===== config.mk =====
export PLATFORM = sky130hd
export DESIGN_NAME = zet_front_fetch_fifo
export DESIGN_NICKNAME = d
export VERILOG_FILES = /design/src/rtl/zet_front_fetch_fifo.sv
export SDC_FILE = /design/constraint.sdc
export NUM_CORES = 1
export LEC_CHECK = 0
export BUFFER_PORTS_ARGS = -buffer_cell sky130_fd_sc_hd__clkbuf_2
export CORE_UTILIZATION = 60
export DETAILED_ROUTE_END_ITERATION = 6
export GPL_TIMING_DRIVEN = 0
export HOLD_SLACK_MARGIN = 0.05
export PLACE_DENSITY = 0.79
export SETUP_SLACK_MARGIN = 0.5
export SLEW_MARGIN = 10
export SYNTH_ARGS = -nofsm -noshare
export SYNTH_HDL_FRONTEND = slang
export SYNTH_SLANG_ARGS = --single-unit

===== constraint.sdc =====
create_clock -name clk_i -period 6.1 [get_ports clk_i]
set_input_delay 0.61 -clock clk_i [delete_from_list [all_inputs] [get_ports clk_i]]
set_output_delay 0.61 -clock clk_i [all_outputs]
set_load 0.1 [all_outputs]

===== src/rtl/zet_front_fetch_fifo.sv =====
// Instruction fetch FIFO between the prefetch wishbone master and decode.
// Stores {data, cs, ip} per fetched word and shows the head entry first-word-fall-through.
module zet_front_fetch_fifo #(
  parameter int DEPTH       = 8,
  parameter int AW          = 3,
  parameter int FULL_MARGIN = 2
) (
  input  logic          clk_i,
  input  logic          rst_ni,
  input  logic          flush,
  input  logic          wr_fetch_fifo,
  input  logic [15:0]   fetch_dat_i,
  input  logic [15:0]   fifo_cs_i,
  input  logic [15:0]   fifo_ip_i,
  output logic          fifo_full,
  input  logic          rd_fetch_fifo,
  output logic          fifo_empty,
  output logic [15:0]   fetch_dat_o,
  output logic [15:0]   fifo_cs_o,
  output logic [15:0]   fifo_ip_o,
  output logic [AW:0]   fifo_count,
  output logic          overflow
);

  localparam logic [AW:0]   DEPTH_C  = (AW+1)'(DEPTH);
  localparam logic [AW:0]   FULL_LVL = (AW+1)'(DEPTH - FULL_MARGIN);
  localparam logic [AW:0]   CNT_ONE  = (AW+1)'(1);
  localparam logic [AW-1:0] PTR_ONE  = AW'(1);

  logic [15:0]   dat_mem [DEPTH];
  logic [15:0]   cs_mem  [DEPTH];
  logic [15:0]   ip_mem  [DEPTH];

  logic [AW-1:0] wr_ptr;
  logic [AW-1:0] rd_ptr;
  logic [AW:0]   count;
  logic          ovf_q;

  logic          pop_ok;
  logic          push_ok;
  logic          push_drop;

  // A push at full is still taken when a pop frees a slot the same cycle;
  // at empty the pop is ignored, so there is no same-cycle bypass.
  assign pop_ok    = rd_fetch_fifo && (count != '0) && !flush;
  assign push_ok   = wr_fetch_fifo && !flush && ((count != DEPTH_C) || pop_ok);
  assign push_drop = wr_fetch_fifo && !flush && !push_ok;

  // NOTE: sequential state uses non-blocking assignments so every register
  // samples the pre-edge values, independent of statement order.
  always_ff @(posedge clk_i or negedge rst_ni) begin
    if (!rst_ni) begin
      wr_ptr <= '0;
      rd_ptr <= '0;
      count  <= '0;
      ovf_q  <= 1'b0;
    end else if (flush) begin
      wr_ptr <= '0;
      rd_ptr <= '0;
      count  <= '0;
      ovf_q  <= 1'b0;
    end else begin
      if (push_ok) wr_ptr <= wr_ptr + PTR_ONE;
      if (pop_ok)  rd_ptr <= rd_ptr + PTR_ONE;
      unique case ({push_ok, pop_ok})
        2'b10:   count <= count + CNT_ONE;
        2'b01:   count <= count - CNT_ONE;
        default: count <= count;
      endcase
      if (push_drop) ovf_q <= 1'b1;
    end
  end

  // NOTE: storage is deliberately left out of reset; the empty flag masks
  // stale contents, and a resettable array would cost a register per bit.
  always_ff @(posedge clk_i) begin
    if (push_ok) begin
      dat_mem[wr_ptr] <= fetch_dat_i;
      cs_mem[wr_ptr]  <= fifo_cs_i;
      ip_mem[wr_ptr]  <= fifo_ip_i;
    end
  end

  // Status depends on the count register only, never on this cycle's strobes.
  assign fifo_empty = (count == '0);
  assign fifo_full  = (count >= FULL_LVL);
  assign fifo_count = count;
  assign overflow   = ovf_q;

  assign fetch_dat_o = fifo_empty ? 16'h0000 : dat_mem[rd_ptr];
  assign fifo_cs_o   = fifo_empty ? 16'h0000 : cs_mem[rd_ptr];
  assign fifo_ip_o   = fifo_empty ? 16'h0000 : ip_mem[rd_ptr];

endmodule


# [Word level (Yosys, flattened, before mapping)]
# Memory sizes are Yosys's and may differ from the RTL's.
# Index checks and enable logic that the tools add are counted.
[classes] n_bitwise=0 muxes=13 n_lt_le_gt_ge=1 multipliers=0 div=0 n_addsub=4 eq_ne=3 reduce_logical=14 shifts=0
[ops] op="$mux 16" count=3
[ops] op="$mux 3" count=4
[ops] op="$pmux 4 s2" count=1
[ops] op="$add 3x1->3 const B" count=2
[ops] op="$reduce_bool 2->1" count=3
[ops] op="$logic_and 1x1->1" count=5
[ops] op="$add 4x1->4 const B" count=1
[ops] op="$ge 4x3->1 const B" count=1
[ops] op="$logic_not 4->1" count=1
[ops] op="$mux 1" count=4
[ops] op="$mux 4" count=1
[ops] op="$ne 4x4->1 const B" count=1
[ops] op="$reduce_bool 4->1" count=1
[ops] op="$sub 4x1->4 const B" count=1
[ops] op="$reduce_bool 3->1" count=1
[ops] op="$eq 2x1->1 const B" count=1
[ops] op="$eq 2x2->1 const B" count=1
[ops] op="$logic_not 1->1" count=2
[ops] op="$logic_or 1x1->1" count=1
[totals] latchBits=0 ff_bits=11 mem_bits_ro=0 memories=3 ram_bits=384 word_cells=42
[mem_list] name="cs_mem" depth=8 word_bits=16 read_ports=1 rd_ports_with_merged_regs=0 write_ports=1 line="31" text="logic [15:0] cs_mem [DEPTH];"
[mem_list] name="dat_mem" depth=8 word_bits=16 read_ports=1 rd_ports_with_merged_regs=0 write_ports=1 line="30" text="logic [15:0] dat_mem [DEPTH];"
[mem_list] name="ip_mem" depth=8 word_bits=16 read_ports=1 rd_ports_with_merged_regs=0 write_ports=1 line="32" text="logic [15:0] ip_mem [DEPTH];"

# [Depth between registers and ports, before layout]
# Gate-level depths: netlist of run 1.
[logic_depth] word_depth=9 mapped_depth=11 depth_no_buf=8

# [Worst setup path after synthesis of run 1]
# No wires, ideal clock.
[synth_path] kind="register to register" from="register count[1], in the netlist fifo_count[1]" to="memory cs_mem[1][0], enable pin" setup_time_ps=513 period_less_slack_ps=5517 arrival_time_ps=5004 slack_ps=583 stages_incl_launch_ff=5 path_buffers=0 path_cell_list="dfrtp_1 -> nor3_2 -> a31oi_4 -> nand3b_1 -> nor3_1"
[synth_between] elab_chain_cells=7 elab_cells_between_ends=8
[synth_lines] element="start, declared" line="36" text="logic [AW:0] count;"
[synth_lines] element="start signal, assigned" line="66" text="2'b10: count <= count + CNT_ONE;"
[synth_lines] element="start signal, assigned" line="67" text="2'b01: count <= count - CNT_ONE;"
[synth_lines] element="start signal, assigned" line="68" text="default: count <= count;"
[synth_lines] element="$reduce_bool 4->1" line="45" text="assign pop_ok = rd_fetch_fifo && (count != '0) && !flush;"
[synth_lines] element="$logic_and 1x1->1 (2 in a row)" line="45"
[synth_lines] element="$logic_or 1x1->1 (*)" line="46" text="assign push_ok = wr_fetch_fifo && !flush && ((count != DEPTH_C) || pop_ok);"
[synth_lines] element="$logic_and 1x1->1 (*)" line="46"
[synth_lines] element="$mux 1 (*)" line="77" text="if (push_ok) begin"
[synth_lines] element="$mux 1 (implied by the code) (*)" line="79" text="cs_mem[wr_ptr] <= fifo_cs_i;"
[synth_lines] element="end, declared" line="31"
# Every way passes the cells marked *; elsewhere a longest branch is shown, timed or not.

# [Worst setup path after layout of run 1]
[layout_path] from="register rd_ptr[1]" to="output fetch_dat_o[15]"
[layout_between] elab_chain_cells=2
[layout_lines] element="start, declared" line="35" text="logic [AW-1:0] rd_ptr;"
[layout_lines] element="start signal, assigned" line="64" text="if (pop_ok) rd_ptr <= rd_ptr + PTR_ONE;"
[layout_lines] element="$mem_v2 8x16"
[layout_lines] element="$mux 16" line="90" text="assign fetch_dat_o = fifo_empty ? 16'h0000 : dat_mem[rd_ptr];"
[layout_lines] element="end, declared" line="18" text="output logic [15:0] fetch_dat_o,"
# Every way passes these cells.

==> results of run 1 <==
-- logic make-up after synthesis --
kind of cell               count (synthesis)
DFF                                      395
xor gates and xnor gates                   4
buffers and inverters                     40
muxes                                    145
adders and majority gates                  5
AOI/OAI and AO/OA                         18
and+or+nand+nor                           91
-- layout by cell type (no fill, tap or decap), types with 3 or more instances in the layout --
cell       Yosys  layout
a21oi_1        5       5
buf_12         0       8
buf_16         0       6
buf_2         19      19
buf_4          0       4
buf_6          4       7
clkbuf_1      14      26
clkbuf_16      0      41
clkbuf_2       0     107
clkinv_1       0       4
clkinv_2       0      10
dfrtp_1       11      11
edfxtp_1     384     384
ha_1           4       4
mux2i_1       49      49
mux4_2        96      96
nand2_1        3       3
nand2b_1       6       6
nor2_1        62      56
nor2_4         0       6
nor3_1         5       4
xor2_1         3       3
-- final cells by class --
class	count	share of cell area (%)
multi-input combinational	263	18.8
sequential	395	65.7
inverter	3	0.0627
antenna	1	0.0139
timing repair buffer	131	5.37
buffer	37	1.07
clock buffer	53	5.96
tap	330	2.30
clock inverter	17	0.745
-- metrics by stage --
stage          util [%]  TNS [ps]  setup WS [ps]  instances  cell area [µm²]
2_1_floorplan         -         0            583        698            15300
6_report           71.6         0           2520       1230            18000
3_5_place_dp       66.7         0           2790       1158            16700
5_1_grt            71.6         0           2350       1230            18000
3_3_place_gp       64.8   -151690          -2450       1135            16300
4_1_cts            71.5         0           2440       1229            18000
-- worst paths after layout --
check / start / endpoint / cells after the start / slack, ps
setup reg to reg: fifo_count[1] / fifo_count[3] / 10 / 2990
setup / recovery: rd_ptr[1] / fetch_dat_o[15] / 6 / 2520
min in group asynchronous: rst_ni / fifo_count[0] / 2 / 500
hold reg to reg: overflow / overflow / 2 / 560
hold / removal: fetch_dat_i[13] / dat_mem[7][13] / 1 / 350
max in group asynchronous: rst_ni / rd_ptr[1] / 2 / 5370
-- power groups by stage --
stage,registers [mW],clock network [mW],logic (mW)
floorplan,3.20,0,2.29
global placement,3.14,0,2.83
detailed placement,3.15,0,2.89
CTS,3.09,2.30,2.90
global route,3.09,2.40,2.99
finish,3.09,2.28,2.87
-- synth_stat cells, drive strengths merged --
cell type	n	share of area, %
nor4bb	1	0.065
ha	4	0.33
fa	1	0.13
or4	1	0.049
xnor2	1	0.057
and2	2	0.082
nor2	62	1.5
a221oi	2	0.11
a21bo	1	0.065
nand2	3	0.073
buf	23	0.91
xor2	3	0.17
inv	3	0.073
mux2i	49	3.2
a21oi	5	0.16
a211o	1	0.057
nor4	1	0.041
nor3	7	0.29
dfrtp	11	1.8
nor2b	1	0.041
nand2b	6	0.24
a211oi	2	0.098
o21ai	2	0.065
or3b	1	0.057
a222oi	1	0.065
nand3b	2	0.098
a21o	2	0.098
mux4	96	14
clkbuf	14	0.34
nand3	2	0.065
or3	2	0.082
a31oi	1	0.14
edfxtp	384	75
a41oi	1	0.057
-- metal layers --
layer / routed length, µm / vias up / global-route usage [%]
met5: 0 / - / 0
met1: 12300 / 3964 / 34.5
li1: - / 3235 / -
met2: 16400 / 332 / 42.8
met3: 2270 / 59 / 3.68
met4: 691 / 0 / 7.50
-- sequential cells by signal, summed over array words and instances, names as in the netlist --
| register | count |
|---|---|
| wr_ptr | 3 |
| overflow | 1 |
| dat_mem | 128 |
| rd_ptr | 3 |
| cs_mem | 128 |
| ip_mem | 128 |
| fifo_count | 4 |
==> results.py, run 1 <==
metrics = {
    "routing": {
        "via_count": 7590,
        "viasPerCell": 6.17,
        "drt_iter0_drc": 765,
        "remaining_drc_errors": 0,
        "ant_nets": 0,
        "routed_wl_mm": 31.7,
        "drt_first_pass_iters": 5,
        "routedWlPerCell_um": 25.8,
    },
    "clock_network": {
        "clkSinkCount": 395,
        "clkTransAtPathRegs_ps": 60,
        "cts_buffer_depth": 3,
        "cts-root-buf": "clkbuf_16",
        "clock_latency_ps": 520,
        "postCtsHoldBufs": 1,
        "post_cts_resize_count": 0,
        "htree_levels": 2,
        "postCtsSetupRepairBufs": 0,
        "cts_made_buffers": 39,
        "cts_tree": "built",
    },
    "finish": {
        "register_area_um2": 11800,
        "fillers": 1500,
        "multiInputGateArea_um2": 3370,
        "syn_to_final_growth_pct": 17.2,
        "layout.nets": 928,
        "layout-drive-gt1-share_pct": 34.9,
    },
    "floorplanning": {
        "die-area_um2": 26200,
        "start_util_pct": 61.0,
        "core-area_um2": 25100,
        "rows": 58,
        "die_h_um": 162,
        "die_x_um": 162,
        "num_io_pins": 108,
    },
    "critical_path": {
        "path_class": "flip-flop to output port",
        "arrival_ps": 2970,
        "worst-path-buf-inv": 3,
        "crit_family": "buffers and inverters",
        "required_ps": 5490,
        "critPathMaxFanout": 10,
        "critPathLaunchType": "flip-flop",
        "cpMaxStageDelayCell": "clkbuf_1",
        "worstPathCellList": "clkbuf_1 -> clkbuf_1 -> mux4_2 -> mux2i_1 -> nor2_1 -> clkbuf_2",
        "end_kind": "output port",
        "cpMostUsedCell": "clkbuf_1",
        "slowest_delay_ps": 590,
    },
    "outcome": {
        "status": "finished clean",
    },
    "power_and_ir_drop": {
        "p_sw_mw": 3.16,
        "irDropWorstVdd_mv": 0.480,
        "p_int_mw": 5.08,
        "swShare_pct": 38.4,
        "combPwrFrac_pct": 34.9,
        "power_frac_seq_pct": 37.5,
        "p_clk_share_pct": 27.6,
        "total_power_mw": 8.24,
        "p_leak_nw": 5.89,
        "power-per-cell-area_nw_per_um2": 459,
    },
    "grt": {
        "grt_pass1_vias": 7914,
        "grt_max_degree": 23,
        "grt.overflow.total": 0,
        "grt_pass1_wl_mm": 47.5,
        "antenna_found_initial": 1,
        "grt_use_total_pct": 25.2,
    },
    "logic_synthesis": {
        "synth-simple-area-share_pct": 2.71,
        "ys.warnings.count": 0,
        "synth_seq_cells": 395,
        "synth_top_family_by_area": "multiplexers",
        "avgSynthCellArea_um2": 22.0,
        "synth_xor_xnor_area_share_pct": 0.229,
        "syn_inst": 698,
        "synthAdderAreaFrac_pct": 0.457,
        "synth_compound_area_share_pct": 0.923,
        "synthMuxAreaShare_pct": 17.3,
        "ys_seq_area_share_pct": 77.0,
        "synth_cell_types": 38,
        "synth_area_um2": 15300,
        "syn_nets": 756,
    },
    "timing": {
        "finalSetupViolations": 0,
        "worst_pin_slew_ps": 1080,
        "whs_ps": 355,
        "fin_crit_sh_pct": 58.7,
        "fmax_ghz": 0.279,
        "fin_skew_ps": 12.5,
        "max_slew_margin_pct": 28.2,
        "final-hold-violation-count": 0,
        "rsz0062_at_grt": "false",
        "slew_viol_final": 0,
        "period_minus_slack_ps": 3580,
    },
    "place": {
        "dp_hpwl_mm": 19.5,
        "port_buffers": 107,
        "gp_congestion": 0.803,
    },
    "job": {
        "maxCapViolations": 0,
    },
    "hold_path": {
        "min_path_type": "input port to flip-flop",
    },
}
(Power assumes the default switching activity.)
==> run 2, diff against run 1 <==
==> constraint.sdc (replaced) <==
create_clock -name clk_i -period 3.4 [get_ports clk_i]
set_input_delay 0.34 -clock clk_i [delete_from_list [all_inputs] [get_ports clk_i]]
set_output_delay 0.34 -clock clk_i [all_outputs]
set_load 0.1 [all_outputs]
==> run 2 against run 1 <==
- final area grew 2.4%
- worst hold slack lost 270 ps
- worst setup slack got worse by 2000 ps
- cell count increased by 0.16%
- total power rose by 87%
- utilization increased by 1.7 points
- critical path depth increased by 1
- non-clock buffer count is 1 higher
- wire length is 0.74% lower
==> results.py, run 2 (synthesis gave the netlist of run 1 again) <==
metrics = {
    "clock_network": {
        "cts_buffer_depth": 3,
        "clock_latency_ps": 520,
        "htree_levels": 2,
        "cts-root-buf": "clkbuf_16",
        "clkTransAtPathRegs_ps": 60,
        "cts_tree": "built",
        "clkSinkCount": 395,
        "cts_made_buffers": 39,
    },
    "grt": {
        "grt.overflow.total": 0,
        "grt_max_degree": 23,
        "antenna_found_initial": 0,
        "grt_pass1_wl_mm": 47.7,
        "grt_use_total_pct": 25.1,
        "grt_pass1_vias": 8129,
    },
    "routing": {
        "viasPerCell": 6.06,
        "drt_iter0_drc": 884,
        "ant_nets": 0,
        "via_count": 7471,
        "drt_first_pass_iters": 5,
        "routed_wl_mm": 31.5,
        "remaining_drc_errors": 0,
        "routedWlPerCell_um": 25.5,
    },
    "finish": {
        "final_common_cell": "edfxtp_1",
        "fillers": 1474,
        "top_regs": "cs_mem x128, dat_mem x128, ip_mem x128",
        "fin_cells": 1232,
        "layout-drive-gt1-share_pct": 37.5,
        "final_util_pct": 73.3,
        "syn_to_final_growth_pct": 20.1,
        "layout.nets": 929,
        "multiInputGateArea_um2": 3420,
        "mostFrequentLayoutCells": "edfxtp_1 (384), mux4_2 (96), clkbuf_2 (72)",
        "register_area_um2": 11800,
        "fin_area_um2": 18400,
    },
    "critical_path": {
        "end_kind": "output port",
        "reg2reg_from": "fifo_count[3]",
        "arrival_ps": 2510,
        "r2r_cells": 11,
        "path_class": "flip-flop to output port",
        "critPathLaunchType": "flip-flop",
        "required_ps": 3060,
        "critPathMaxFanout": 10,
        "ff2ff_setup_slack_ps": 560,
        "r2r_end": "fifo_count[3]",
    },
    "floorplanning": {
        "die-area_um2": 26200,
        "start_util_pct": 61.0,
        "die_h_um": 162,
        "core-area_um2": 25100,
        "num_io_pins": 108,
        "rows": 58,
        "die_x_um": 162,
    },
    "power_and_ir_drop": {
        "power-per-cell-area_nw_per_um2": 838,
        "total_power_mw": 15.4,
        "combPwrFrac_pct": 36.8,
        "swShare_pct": 37.4,
        "p_leak_nw": 6.00,
        "p_sw_mw": 5.77,
        "power_frac_seq_pct": 35.9,
        "p_int_mw": 9.65,
        "p_clk_share_pct": 27.3,
        "irDropWorstVdd_mv": 0.799,
    },
    "hold_path": {
        "min_path_cells": 1,
        "min_path_type": "input port to flip-flop",
        "holdPathEnd": "cs_mem[6][4]",
        "worstHoldStart": "fifo_cs_i[4]",
    },
    "timing": {
        "rsz0062_at_grt": "true",
        "fin_crit_sh_pct": 83.9,
        "final-hold-violation-count": 0,
        "period_minus_slack_ps": 2850,
        "worst_pin_slew_ps": 920,
        "fin_skew_ps": 21.2,
        "setup_tns_ps": 0,
        "max_slew_margin_pct": 38.6,
        "slew_viol_final": 0,
        "whs_ps": 88.0,
        "worst_slack_ps": 546,
        "finalSetupViolations": 0,
        "fmax_ghz": 0.350,
    },
    "place": {
        "dp_cells": 1155,
        "port_buffers": 107,
        "post-place-ws_ps": 291,
        "dpl-instance-area_um2": 16800,
        "gp_congestion": 0.841,
        "dp_hpwl_mm": 18.9,
    },
    "job": {
        "maxCapViolations": 0,
    },
    "outcome": {
        "status": "finished clean",
    },
}
[run 2: changes by cell type in the layout (fill, tap and decap cells not counted), sizes merged]
cell           change
clkinv             +3
clkdlybuf4s15      +1
buf                +3
inv                +1
bufinv             +2
clkbuf             -8
[run 2: what timing repair did]
| action | 4_1_cts | 5_1_grt |
|---|---|---|
| hold buffers | 1 | 0 |
| setup buffers | 4 | 0 |
| setup endpoints to repair | 51 | 47 |
| resized for setup | 81 | 20 |
| endpoints found under the hold margin | 11 | 0 |
[run 2: area by class of cell]
class,instances,area share (%)
Timing Repair Buffer,132,6.24
Clock inverter,23,1.12
Buffer,37,1.72
Multi-Input combinational cell,263,18.6
Tap cell,330,2.24
Inverter,3,0.0884
Clock buffer,48,5.72
Antenna cell,1,0.0136
Sequential cell,395,64.3
[run 2: worst max-delay path by stage]
stage	start	to	slack, ps	depth (start not counted)
2_1_floorplan	fifo_count[3]	cs_mem[0][0]	250	4
3_3_place_gp	flush	dat_mem[0][12]	-860	5
3_5_place_dp	fifo_count[1]	fifo_count[3]	290	10
4_1_cts	rd_ptr[0]	fifo_ip_o[3]	500	7
5_1_grt	rd_ptr[0]	fifo_cs_o[1]	470	7
6_report	rd_ptr[0]	fifo_cs_o[1]	550	7
[run 2: worst max-delay path, cell delays in order, from the launching register on]
cell,delay [ps]
dfrtp_1,410
buf_6,180
buf_12,180
buf_12,170
mux4_2,510
mux2i_1,210
nor2_1,100
clkbuf_8,230
[run 2: power by group through the flow]
stage               Sequential, mW  Clock, mW  Combinational [mW]
finish                        5.54       4.22                5.67
global route                  5.54       4.46                5.91
CTS                           5.53       4.27                5.63
detailed placement            5.66          0                5.24
global placement              5.65          0                5.12
floorplan                     5.75          0                4.16
[run 2: metal layers]
layer | vias to the layer above | GRT usage, % | wire length [µm]
li1 | 3255 | - | -
met2 | 317 | 41.1 | 16000
met3 | 53 | 5.01 | 2450
met5 | - | 0 | 0
met4 | 0 | 7.42 | 557
met1 | 3846 | 34.8 | 12400
